<file path="config.mk">
export PLATFORM = sky130hd
export DESIGN_NAME = alu_op_sequencer_flat
export DESIGN_NICKNAME = d
export VERILOG_FILES = /design/src/rtl/alu_op_sequencer_pkg.sv /design/src/rtl/alu_op_sequencer_if.sv /design/src/rtl/alu_op_sequencer_prog_mem.sv /design/src/rtl/alu_op_sequencer.sv /design/src/flat_wrapper.sv
export SDC_FILE = /design/constraint.sdc
export NUM_CORES = 1
export LEC_CHECK = 0
export CORE_MARGIN = 2
export CORE_UTILIZATION = 55
export CTS_BUF_LIST = sky130_fd_sc_hd__clkbuf_8
export CTS_CLUSTER_SIZE = 28
export DETAILED_ROUTE_END_ITERATION = 10
export PLACE_DENSITY = 0.88
export SLEW_MARGIN = 5
export SYNTH_ARGS = -nofsm -noshare
export SYNTH_HDL_FRONTEND = slang
export SYNTH_SLANG_ARGS = --single-unit
</file>
<file path="constraint.sdc">
create_clock -name clk -period 2.8 [get_ports clk]
set_input_delay 0.84 -clock clk [delete_from_list [all_inputs] [get_ports clk]]
set_output_delay 0.84 -clock clk [all_outputs]
set_load 0.05 [all_outputs]
</file>
<file path="src/rtl/alu_op_sequencer_pkg.sv">
// ============================================================================
// Package   : alu_pkg
// Purpose   : ALU function codes, program word layout and sequencer states.
// Revision  : 1.0
// ============================================================================
`default_nettype none

package alu_pkg;

   localparam logic [2:0] ALU_INC    = 3'd7;
   localparam logic [2:0] ALU_ADD_RC = 3'd6;
   localparam logic [2:0] ALU_ADD    = 3'd5;
   localparam logic [2:0] ALU_ORXOR  = 3'd4;
   localparam logic [2:0] ALU_NZ     = 3'd3;
   localparam logic [2:0] ALU_SHL    = 3'd2;
   localparam logic [2:0] ALU_SHR    = 3'd1;
   localparam logic [2:0] ALU_MUL    = 3'd0;

   typedef struct packed {
      logic [2:0] func;
      logic [3:0] operand;
   } prog_word_t;

   typedef enum logic [1:0] {
      ST_IDLE = 2'd0,
      ST_RUN  = 2'd1,
      ST_DONE = 2'd2
   } state_t;

endpackage

`default_nettype wire

</file>
<file path="src/rtl/alu_op_sequencer_if.sv">
// ============================================================================
// Interface : alu_op_sequencer_if
// Purpose   : Program load port, run control and ALU operand/result bundle.
// Revision  : 1.0
// ============================================================================
`default_nettype none

interface alu_op_sequencer_if #(
   parameter int DEPTH = 8,
   parameter int AW    = $clog2(DEPTH)
);
   logic          prog_valid;
   logic          prog_ready;
   logic [6:0]    prog_data;
   logic          clear;
   logic          start;
   logic [7:0]    seed;
   logic          busy;
   logic          done;
   logic [AW:0]   op_count;
   logic [3:0]    alu_a;
   logic [3:0]    alu_b;
   logic [2:0]    alu_func;
   logic [7:0]    alu_result;
   logic [7:0]    acc;

   modport slave (
      input  prog_valid, prog_data, clear, start, seed, alu_result,
      output prog_ready, busy, done, op_count, alu_a, alu_b, alu_func, acc
   );

   modport master (
      output prog_valid, prog_data, clear, start, seed, alu_result,
      input  prog_ready, busy, done, op_count, alu_a, alu_b, alu_func, acc
   );
endinterface

`default_nettype wire

</file>
<file path="src/rtl/alu_op_sequencer_prog_mem.sv">
// ============================================================================
// Module    : alu_prog_mem
// Purpose   : Program register file, synchronous write, combinational read.
// Revision  : 1.0
// ============================================================================
`default_nettype none

module alu_prog_mem
   import alu_pkg::*;
#(
   parameter int DEPTH = 8,
   parameter int AW    = $clog2(DEPTH)
) (
   input  wire logic       clk,
   input  wire logic       we_i,
   input  wire logic [AW-1:0] waddr_i,
   input  prog_word_t      wdata_i,
   input  wire logic [AW-1:0] raddr_i,
   output prog_word_t      rdata_o
);

   // Unreset storage: entry validity is owned by the sequencer's count.
   prog_word_t mem_q [DEPTH];

   always_ff @(posedge clk) begin
      if (we_i) begin
         mem_q[waddr_i] <= wdata_i;
      end
   end

   assign rdata_o = mem_q[raddr_i];

endmodule

`default_nettype wire

</file>
<file path="src/rtl/alu_op_sequencer.sv">
// ============================================================================
// Module    : alu_op_sequencer
// Purpose   : Loads an ALU program and runs it one op per cycle, chaining acc.
// Revision  : 1.0
// ============================================================================
`default_nettype none

module alu_op_sequencer
   import alu_pkg::*;
#(
   parameter int DEPTH = 8,
   parameter int AW    = $clog2(DEPTH)
) (
   input  wire logic          clk,
   input  wire logic          reset_n,
   alu_op_sequencer_if.slave  bus
);

   localparam logic [AW:0]   CNT_FULL = (AW+1)'(DEPTH);
   localparam logic [AW:0]   CNT_ONE  = (AW+1)'(1);
   localparam logic [AW-1:0] PC_ONE   = AW'(1);

   state_t        state_q, state_d;
   logic [AW:0]   count_q, count_d;
   logic [AW-1:0] pc_q, pc_d;
   logic [7:0]    acc_q, acc_d;

   logic          wr_en;
   prog_word_t    wr_word;
   prog_word_t    rd_word;

   assign wr_word        = prog_word_t'(bus.prog_data);
   assign bus.prog_ready = (state_q == ST_IDLE) && (count_q < CNT_FULL)
                           && !bus.clear && !bus.start;
   assign wr_en          = bus.prog_valid & bus.prog_ready;

   alu_prog_mem #(
      .DEPTH (DEPTH),
      .AW    (AW)
   ) u_prog_mem (
      .clk     (clk),
      .we_i    (wr_en),
      .waddr_i (count_q[AW-1:0]),
      .wdata_i (wr_word),
      .raddr_i (pc_q),
      .rdata_o (rd_word)
   );

   always_ff @(posedge clk or negedge reset_n) begin
      if (!reset_n) begin
         state_q <= ST_IDLE;
         count_q <= '0;
         pc_q    <= '0;
         acc_q   <= '0;
      end else begin
         state_q <= state_d;
         count_q <= count_d;
         pc_q    <= pc_d;
         acc_q   <= acc_d;
      end
   end

   always_comb begin
      state_d      = state_q;
      count_d      = count_q;
      pc_d         = pc_q;
      acc_d        = acc_q;
      bus.busy     = 1'b0;
      bus.done     = 1'b0;
      bus.alu_a    = '0;
      bus.alu_func = '0;

      case (state_q)
         ST_IDLE: begin
            // A start with an empty program falls through so clear still applies.
            if (bus.start && (count_q != '0)) begin
               acc_d   = bus.seed;
               pc_d    = '0;
               state_d = ST_RUN;
            end else if (bus.clear) begin
               count_d = '0;
            end else if (wr_en) begin
               count_d = count_q + CNT_ONE;
            end
         end

         ST_RUN: begin
            bus.busy     = 1'b1;
            bus.alu_a    = rd_word.operand;
            bus.alu_func = rd_word.func;
            acc_d        = bus.alu_result;
            if ({1'b0, pc_q} == (count_q - CNT_ONE)) begin
               state_d = ST_DONE;
            end else begin
               pc_d = pc_q + PC_ONE;
            end
         end

         ST_DONE: begin
            bus.done = 1'b1;
            pc_d     = '0;
            state_d  = ST_IDLE;
         end

         default: begin
            state_d = ST_IDLE;
         end
      endcase
   end

   assign bus.alu_b    = acc_q[3:0];
   assign bus.acc      = acc_q;
   assign bus.op_count = count_q;

endmodule

`default_nettype wire

</file>
<file path="src/flat_wrapper.sv">
// flat-port wrapper written by rule: the top's interface ports become plain ports
module alu_op_sequencer_flat import alu_pkg::*;
#(
   parameter int DEPTH = 8,
   parameter int AW    = $clog2(DEPTH)
)
  (clk, reset_n, bus_prog_valid, bus_prog_data, bus_clear, bus_start, bus_seed, bus_alu_result, bus_prog_ready, bus_busy, bus_done, bus_op_count, bus_alu_a, bus_alu_b, bus_alu_func, bus_acc);
  alu_op_sequencer_if #(.DEPTH(DEPTH), .AW(AW)) bus_i ();
  input  wire logic clk;
  input  wire logic reset_n;
  input wire logic [$bits(bus_i.prog_valid)-1:0] bus_prog_valid;
  input wire logic [$bits(bus_i.prog_data)-1:0] bus_prog_data;
  input wire logic [$bits(bus_i.clear)-1:0] bus_clear;
  input wire logic [$bits(bus_i.start)-1:0] bus_start;
  input wire logic [$bits(bus_i.seed)-1:0] bus_seed;
  input wire logic [$bits(bus_i.alu_result)-1:0] bus_alu_result;
  output wire logic [$bits(bus_i.prog_ready)-1:0] bus_prog_ready;
  output wire logic [$bits(bus_i.busy)-1:0] bus_busy;
  output wire logic [$bits(bus_i.done)-1:0] bus_done;
  output wire logic [$bits(bus_i.op_count)-1:0] bus_op_count;
  output wire logic [$bits(bus_i.alu_a)-1:0] bus_alu_a;
  output wire logic [$bits(bus_i.alu_b)-1:0] bus_alu_b;
  output wire logic [$bits(bus_i.alu_func)-1:0] bus_alu_func;
  output wire logic [$bits(bus_i.acc)-1:0] bus_acc;
  assign bus_i.prog_valid = bus_prog_valid;
  assign bus_i.prog_data = bus_prog_data;
  assign bus_i.clear = bus_clear;
  assign bus_i.start = bus_start;
  assign bus_i.seed = bus_seed;
  assign bus_i.alu_result = bus_alu_result;
  assign bus_prog_ready = bus_i.prog_ready;
  assign bus_busy = bus_i.busy;
  assign bus_done = bus_i.done;
  assign bus_op_count = bus_i.op_count;
  assign bus_alu_a = bus_i.alu_a;
  assign bus_alu_b = bus_i.alu_b;
  assign bus_alu_func = bus_i.alu_func;
  assign bus_acc = bus_i.acc;
  alu_op_sequencer #(.DEPTH(DEPTH), .AW(AW)) u_core (.clk(clk), .reset_n(reset_n), .bus(bus_i));
endmodule
</file>
==> out/metrics.cfg <==
[cells_and_area]
fin_nets=298
fin_util=0.739
drive_above_1_share=0.254
area_growth_pct=28.8
final_area_um2=4120
diodes=0

[global_routing]
grt_overflow_total=0
antenna_found_initial=0
grt_pass1_wl_um=10600
top_usage_layer=met2
use_met1=0.261
use_met3=0.0663
grt_usage=0.232
grt_use_met2=0.415
grt_max_degree=20
first_global_vias=2063

[synthesis]
synth_fa_ha_area_frac=0.0117
seq_area_frac_synth=0.659
synth_edf_count=56
ys_types=43
synth_common_cells=edfxtp_1, dfrtp_1, mux2i_1
synth_top_area_frac=0.526
syn-instance-count=199
synthSimpleGateAreaFrac=0.0669
synth_mux_area_frac=0.150
mappedNetlistArea_um2=3200
yosys_warnings=0
ys.flop_type=edfxtp_1
postSynthAreaPerCell_um2=16.1
synth_top_family_by_area=multiplexers
synth_top_area_cell=edfxtp_1
synth-compound-area-share=0.0575
synth-xor-area-share=0.0188
synth_seq_cells=73
netlist_top_cells_area=edfxtp_1, dfrtp_1, mux4_2, mux2i_1, o21ai_0
async_reset_ff_frac=0.233
syn_nets=230
yosysMostFrequentCell=edfxtp_1

[routing]
wirelength_um=6870
wire_per_inst_um=20.0
vias=1959
vias_per_cell=5.69
drc=0
drtPass1Iterations=6
ant_nets=0
drtIter0Drc=79

[floorplanning]
rows=27
core_area_um2=5570
die-area_um2=6440
initial_core_util=0.574
io-pin-count=54
die_h_um=80.3
die_w_um=80.3

[clocking]
htreeDepth=3
clock_latency_ns=0.35
cts_buffer_depth=2
numCtsBuffers=9
clk_pin_slew_ns=0.08
cts_root_buffer=clkbuf_8
cts_tree=built
clock-sinks=73

[worst_hold_path]
whs_endpoint=u_core.bus.acc[5]$_DFFE_PN0P_
hold_start=u_core.bus.acc[5]$_DFFE_PN0P_
hold_depth=2
worstHoldPathType=flop to flop

[setup_path]
critPathRequiredTime_ns=1.96
worstPathMaxFanout=9
cp-start-kind=flop
end_kind=output port
r2r_end=u_core.state_q[0]$_DFFE_PN0P_
critPathKind=flop to output port
r2r_slack_ns=0.64
arrival_ns=1.89
worstReg2RegStart=u_core.bus.op_count[1]$_DFFE_PN0P_
worstRegToRegCells=6

[timing]
hold_viol_final=0
slew_headroom=0.503
period_share=0.976
worst_slew_pin_slew_ns=0.744
max_freq_mhz=366
finalCriticalPeriod_ns=2.73
clock_skew_ns=0.00841
slew_viol_final=0
setup_viol=0
layout_setup_ws_ns=0.0671
rsz0062_at_grt=yes

[run_status]
status=completed

[place]
dp_slack_ns=-0.0305
place.gp.congestion=0.739
portBuffers=53
placed_area_um2=3860
place_hpwl_um=4740

[power_and_ir_drop]
leakagePower_nw=1.51
p_per_area_nw_per_um2=1090
peakVddDrop_mv=0.836

[run]
maxCapViolCount=0

[state kept, by name (all words and copies together) (netlist names)]
signal / count
u_core.bus.op_count: 4
u_core.bus.acc: 8
u_core.u_prog_mem.mem_q: 56
u_core.pc_q: 3
u_core.state_q: 2
[power by group]
part | internal (W) | switching, W
combinational | 0.000957 | 0.00132
clock | 0.000409 | 0.000388
sequential | 0.00127 | 0.000139
[cells by family (layout without fill, tap and decap cells)]
logic type / after synthesis / count (layout)
AO/OA/AOI/OAI: 25 / 25
XOR/XNOR: 5 / 5
adder cells (fa/ha/maj): 3 / 3
buffers and inverters: 21 / 94
flip-flops: 73 / 73
multiplexers: 30 / 30
AND/OR/NAND/NOR: 42 / 42
[area by class of cell]
| cell class | instances | area [um^2] |
|---|---|---|
| clock inverters | 7 | 70.1 |
| flip-flops and latches | 73 | 2110 |
| fillers | 350 | 1450 |
| multi-input cells | 105 | 976 |
| well taps | 72 | 90.1 |
| clock buffers | 9 | 124 |
| inverters | 6 | 22.5 |
| repair buffers | 72 | 729 |
[worst max-delay path, cell delays in order (launching register included)]
cell     delay (ns)
dfrtp_2        0.43
buf_12         0.17
mux4_2         0.52
mux2i_1        0.16
nor2_1         0.08
buf_6          0.18
[per-layer routing]
metal / up-vias / share of wire
met3: 14 / 0.060
met4: 0 / 0.023
met5: - / 0
li1: 886 / -
met1: 990 / 0.38
met2: 69 / 0.53
[timing repair]
item                                    4_1_cts  5_1_grt
setup buffers                                 0        2
gates cloned                                  0        1
pin swaps                                     1        0
hold buffers                                  0        0
hold endpoints to repair                      0        0
endpoints found under the setup margin        1        8
resized for setup                             1        8
[through the flow]
stage	setup TNS, ns	power, W	hold WS (ns)	cells
2_1_floorplan	0	0.00299	0.544	199
3_3_place_gp	-0.0356	0.00355	0.555	325
3_5_place_dp	-0.0305	0.00361	0.580	325
4_1_cts	0	0.00439	0.598	341
5_1_grt	-0.164	0.00471	0.616	344
6_report	0	0.00449	0.589	344
[cell usage in the layout (no fill, tap or decap), types with 2 or more instances in the layout]
cell	count
mux2i_1	15
nand2_1	13
ha_1	3
edfxtp_1	56
clkbuf_8	9
clkdlybuf4s50_1	42
a211oi_1	2
buf_4	18
buf_12	3
nand2b_1	2
mux4_2	14
dfrtp_1	16
a211o_2	2
buf_6	6
clkinvlp_4	3
nand4_1	2
o21ai_0	10
nor2_1	13
nor3_1	3
inv_1	6
xnor2_1	3
[worst max-delay path by stage]
stage,from,endpoint,slack (ns),depth (start not counted)
detailed placement,bus_start,bus_prog_ready,-0.03,5
finish,u_core.pc_q[0]$_DFFE_PN0P_,bus_alu_a[3],0.07,5
global placement,bus_start,bus_prog_ready,-0.04,5
floorplan,u_core.pc_q[1]$_DFFE_PN0P_,bus_alu_func[0],0.07,5
CTS,u_core.pc_q[0]$_DFFE_PN0P_,bus_alu_a[3],0.02,5
global route,u_core.pc_q[0]$_DFFE_PN0P_,bus_alu_a[3],-0.04,5
No activity file was read; power rests on OpenSTA's default activity.
